--- src/rtl/uart_fifo_ctrl.sv ---
// Parametrised UART/AXI FIFO with drop/overwrite full policy, almost-full/empty thresholds,
// sticky overflow/underflow flags and a saturating lost-data counter.
module uart_fifo_ctrl #(
  parameter int unsigned DATA_WIDTH = 8,
  parameter int unsigned ADDR_WIDTH = 4,
  parameter bit          OVERWRITE  = 1'b0,
  parameter int unsigned CNT_WIDTH  = 8
) (
  input  logic                  clk_i,
  input  logic                  arst_i,
  input  logic                  rst_i,
  input  logic                  push_i,
  input  logic [DATA_WIDTH-1:0] data_i,
  input  logic                  pull_i,
  output logic [DATA_WIDTH-1:0] data_o,
  input  logic                  clr_flags_i,
  input  logic [ADDR_WIDTH:0]   af_level_i,
  input  logic [ADDR_WIDTH:0]   ae_level_i,
  output logic [ADDR_WIDTH:0]   level_o,
  output logic                  empty_o,
  output logic                  full_o,
  output logic                  almost_full_o,
  output logic                  almost_empty_o,
  output logic                  overflow_o,
  output logic                  underflow_o,
  output logic [CNT_WIDTH-1:0]  lost_cnt_o
);

  localparam int unsigned Depth = 2 ** ADDR_WIDTH;
  localparam logic [ADDR_WIDTH:0] LevelFull = (ADDR_WIDTH + 1)'(Depth);

  logic [DATA_WIDTH-1:0] mem [Depth];

  logic [ADDR_WIDTH-1:0] rptr_q, rptr_d, wptr_q, wptr_d;
  logic [ADDR_WIDTH:0]   level_q, level_d;
  logic                  overflow_q, overflow_d, underflow_q, underflow_d;
  logic [CNT_WIDTH-1:0]  lost_q, lost_d;
  logic                  empty, full, wr_en, rd_en, ovf_ev, unf_ev;

  always_comb begin
    empty  = (level_q == '0);
    full   = (level_q == LevelFull);
    ovf_ev = push_i & ~pull_i & full;
    unf_ev = pull_i & empty;
    // A full FIFO still accepts the write when a pull frees a slot or the oldest word is evicted.
    wr_en  = push_i & (~full | pull_i | OVERWRITE);
    rd_en  = (pull_i & ~empty) | (ovf_ev & OVERWRITE);

    wptr_d  = wptr_q + ADDR_WIDTH'(wr_en);
    rptr_d  = rptr_q + ADDR_WIDTH'(rd_en);
    level_d = level_q + (ADDR_WIDTH + 1)'(wr_en) - (ADDR_WIDTH + 1)'(rd_en);

    // Events in the clearing cycle win over the clear.
    if (clr_flags_i) begin
      overflow_d  = ovf_ev;
      underflow_d = unf_ev;
      lost_d      = ovf_ev ? CNT_WIDTH'(1) : '0;
    end else begin
      overflow_d  = overflow_q | ovf_ev;
      underflow_d = underflow_q | unf_ev;
      lost_d      = (ovf_ev && (lost_q != '1)) ? lost_q + CNT_WIDTH'(1) : lost_q;
    end
  end

  always_ff @(posedge clk_i or posedge arst_i) begin
    if (arst_i) begin
      rptr_q      <= '0;
      wptr_q      <= '0;
      level_q     <= '0;
      overflow_q  <= 1'b0;
      underflow_q <= 1'b0;
      lost_q      <= '0;
    end else if (rst_i) begin
      rptr_q      <= '0;
      wptr_q      <= '0;
      level_q     <= '0;
      overflow_q  <= 1'b0;
      underflow_q <= 1'b0;
      lost_q      <= '0;
    end else begin
      rptr_q      <= rptr_d;
      wptr_q      <= wptr_d;
      level_q     <= level_d;
      overflow_q  <= overflow_d;
      underflow_q <= underflow_d;
      lost_q      <= lost_d;
    end
  end

  always_ff @(posedge clk_i) begin
    if (wr_en && !rst_i) begin
      mem[wptr_q] <= data_i;
    end
  end

  always_comb begin
    data_o         = empty ? '0 : mem[rptr_q];
    level_o        = level_q;
    empty_o        = empty;
    full_o         = full;
    almost_full_o  = (level_q >= af_level_i);
    almost_empty_o = (level_q <= ae_level_i);
    overflow_o     = overflow_q;
    underflow_o    = underflow_q;
    lost_cnt_o     = lost_q;
  end

endmodule

--- config.mk ---
export PLATFORM = sky130hd
export DESIGN_NAME = uart_fifo_ctrl
export DESIGN_NICKNAME = d
export VERILOG_FILES = /design/src/rtl/uart_fifo_ctrl.sv
export SDC_FILE = /design/constraint.sdc
export NUM_CORES = 1
export LEC_CHECK = 0
export CORE_MARGIN = 5
export CORE_UTILIZATION = 55
export DETAILED_ROUTE_END_ITERATION = 7
export GPL_ROUTABILITY_DRIVEN = 0
export PLACE_DENSITY = 0.76
export SKIP_CTS_REPAIR_TIMING = 1
export SYNTH_ARGS = -nofsm -noshare
export SYNTH_HDL_FRONTEND = slang
export SYNTH_SLANG_ARGS = --single-unit
--- constraint.sdc ---
create_clock -name clk_i -period 7.2 [get_ports clk_i]
set_input_delay 1.44 -clock clk_i [delete_from_list [all_inputs] [get_ports clk_i]]
set_output_delay 1.44 -clock clk_i [all_outputs]
set_load 0.005 [all_outputs]
==> out/qor.json <==
{
  "grtUsageTotal_pct": 18.4,
  "die_wd_um": 120,
  "first_pass_iters": 6,
  "grt_overflow": 0,
  "cts_sink_count": 151,
  "antenna_diode_instance_count": 0,
  "cp-start-kind": "flip-flop",
  "filler_cell_count": 760,
  "timing.setup.tns_ns": 0,
  "layout_worst_path_cycle_share_pct": 68.9,
  "antenna_found_initial": 0,
  "clk_latency_ns": 0.42,
  "worstPathRequired_ns": 5.76,
  "groute.layer.met3.usage_pct": 5.61,
  "area.growth.synth_to_final_pct": 18.6,
  "dieArea_sq_um": 14400,
  "setup_slack_ns": 2.24,
  "drt-vias-per-instance": 5.86,
  "tightestPinTransition_ns": 0.945,
  "timing_max_transition_violations_final": 0,
  "cp_max_fo": 18,
  "cts.reportedPaths.clkPinSlew_ns": 0.06,
  "remaining_drc_errors": 0,
  "timing.fmax_mhz": 201,
  "floorplan.die.height_um": 120,
  "global_route.usage.met2_pct": 28.3,
  "worst-endpoint-arrival_ns": 3.52,
  "fin_crit_ns": 4.96,
  "areal_power_density_over_the_cells_nw_per_um2": 324,
  "floorplan.initialDensity_pct": 55.7,
  "route.antenna.remaining_nets": 0,
  "max-cap-violations": 0,
  "global_route.usage.met1_pct": 25.6,
  "post_drt_wl_per_cell_um": 20.9,
  "rows": 40,
  "grt_pass1_vias": 3414,
  "cts-buffers-inserted": 17,
  "grt_first_pass_wirelength_um": 19600,
  "post_synth.cell_area_avg_sq_um": 18.0,
  "wire_length_reported_by_the_detailed_router_um": 12300,
  "setup_viol_count_final": 0,
  "grt_max_degree": 35,
  "core-area_sq_um": 12000,
  "share_of_layout_cells_above_drive_strength_1_pct": 13.8,
  "p_leak_nw": 2.82,
  "post_synth_instance_area_sq_um": 6660,
  "clock_path_buffers": 2,
  "worst_clock_skew_ns": 0.00681,
  "synthesized_netlist_cell_count": 371,
  "cts.htree.levels": 4,
  "drt_first_iter_violations": 371,
  "synthDistinctLibCells": 42,
  "finalHoldViolations": 0,
  "worst-setup-path-type": "flip-flop to output port",
  "hold_path_class": "flip-flop to flip-flop",
  "route.vias.total": 3446,
  "unrepaired_setup_endpoints_after_global_routing": "no",
  "worst_slew_margin_rel_pct": 37.0,
  "postSynthNetCount": 417,
  "endpoint_kind": "output port",
  "io_buffers": 50,
  "most_heavily_used_metal_layer_in_global_routing": "met2",
  "detailed_placer_s_ending_hpwl_um": 7920,
  "postSynthRegisterBits": 151,
  "cts_tree": "done",
  "final_design_area_no_fill_sq_um": 7900,
  "ioPinCount": 51,
  "post_detailed_placement_cell_area_sq_um": 7300,
  "dpl_worst_slack_ns": 2.46,
  "cts.root.buffer_cell": "sky130_fd_sc_hd__clkbuf_16",
  "nets_finish": 475,
  "synth.yosys.seq_area_share_pct": 66.4,
  "outcome": "complete, no violations",
  "yosys_warnings": 0,
  "vdd.ir_drop.worst_mv": 0.178
}
power by group:
group	total [mW]	internal, mW	switching [mW]
Combinational	0.636	0.370	0.266
Sequential	1.03	0.979	0.0538
Clock	0.892	0.547	0.345
cells in the mapped netlist, drive strengths merged:
library cell / instances / area [sq um]
nor2b: 18 / 173
or2: 1 / 6.26
o211ai: 2 / 15.0
a31oi: 1 / 6.26
clkbuf: 10 / 37.5
and3: 1 / 6.26
buf: 6 / 61.3
mux2i: 4 / 40.0
dfrtp: 23 / 576
a21o: 3 / 22.5
xnor2: 4 / 35.0
nor2: 26 / 97.6
inv: 21 / 78.8
ha: 21 / 263
nand3b: 2 / 15.0
nand2b: 4 / 25.0
nand4: 3 / 18.8
edfxtp: 128 / 3840
o21bai: 1 / 7.51
a21oi: 9 / 45.0
o21ai: 2 / 10.0
nand2: 8 / 30.0
fa: 1 / 20.0
o21a: 2 / 15.0
xor2: 4 / 35.0
o2111ai: 1 / 8.76
or4: 3 / 26.3
nor3: 7 / 35.0
nand3: 8 / 40.0
and4bb: 1 / 12.5
nor4b: 2 / 17.5
mux4: 40 / 1010
o31ai: 1 / 7.51
nor3b: 1 / 7.51
a211oi: 1 / 7.51
and4: 1 / 8.76
area by class of cell:
type | count | area, sq um | area share [%]
clock buffer | 18 | 429 | 5.43
inverter | 21 | 78.8 | 0.998
multi-input combinational | 183 | 2080 | 26.3
timing repair buffer | 55 | 538 | 6.81
sequential | 151 | 4420 | 55.9
tap | 147 | 184 | 2.33
clock inverter | 13 | 171 | 2.17
kinds of logic after synthesis:
group	share of synthesized area (%)
buffers and inverters	2.67
AOI/OAI and AO/OA	2.18
muxes	15.7
adders and majority gates	4.25
DFF	66.4
xor gates and xnor gates	1.05
and+or+nand+nor	7.80
per-stage QoR:
step	total power, mW	util (%)	hold WS [ns]	std cells
global route	2.68	66.0	0.617	588
global placement	1.67	61.0	0.528	557
CTS	2.58	66.0	0.551	588
detailed placement	1.69	61.0	0.540	557
floorplan	1.47	-	0.535	371
finish	2.56	66.0	0.552	588
per-layer routing:
| metal | vias to the layer above | share of wire, % |
|---|---|---|
| li1 | 1589 | - |
| met3 | 11 | 5.2 |
| met5 | - | 0 |
| met2 | 97 | 49 |
| met4 | 0 | 1.2 |
| met1 | 1749 | 44 |
worst paths after layout:
kind,slack [ns],to,start,depth (start not counted)
max,2.24,data_o[4],rptr_q[0]$_DFF_PP0_,5
min,0.55,overflow_o$_DFF_PP0_,overflow_o$_DFF_PP0_,2
max reg2reg,4.29,level_o[4]$_DFF_PP0_,level_o[2]$_DFF_PP0_,14
min reg2reg,0.55,overflow_o$_DFF_PP0_,overflow_o$_DFF_PP0_,2
max in group asynchronous,5.12,lost_cnt_o[4]$_DFFE_PP0P_,arst_i,2
min in group asynchronous,1.52,underflow_o$_DFF_PP0_,arst_i,2
worst max-delay path, cell delays in order (launching register included):
cell and delay (ns):
sky130_fd_sc_hd__dfrtp_1 0.96, sky130_fd_sc_hd__buf_4 0.44, sky130_fd_sc_hd__mux4_1 0.63, sky130_fd_sc_hd__mux4_2 0.48, sky130_fd_sc_hd__nor2b_4 0.14, sky130_fd_sc_hd__clkdlybuf4s50_1 0.45
state kept, by name, summed over array words and instances, names as in the netlist:
register     cells
overflow_o       1
wptr_q           4
rptr_q           4
mem            128
level_o          5
lost_cnt_o       8
underflow_o      1
cells in the final DEF (no fill, tap or decap), drive strengths merged, types with 5 or more instances in the layout:
master	instances
a21oi	9
buf	5
clkbuf	18
clkdlybuf4s50	50
dfrtp	23
edfxtp	128
ha	21
inv	24
mux4	40
nand2	8
nand3	8
nor2	26
nor2b	18
nor3	7
Note: power is estimated with default switching activity, not from simulation.
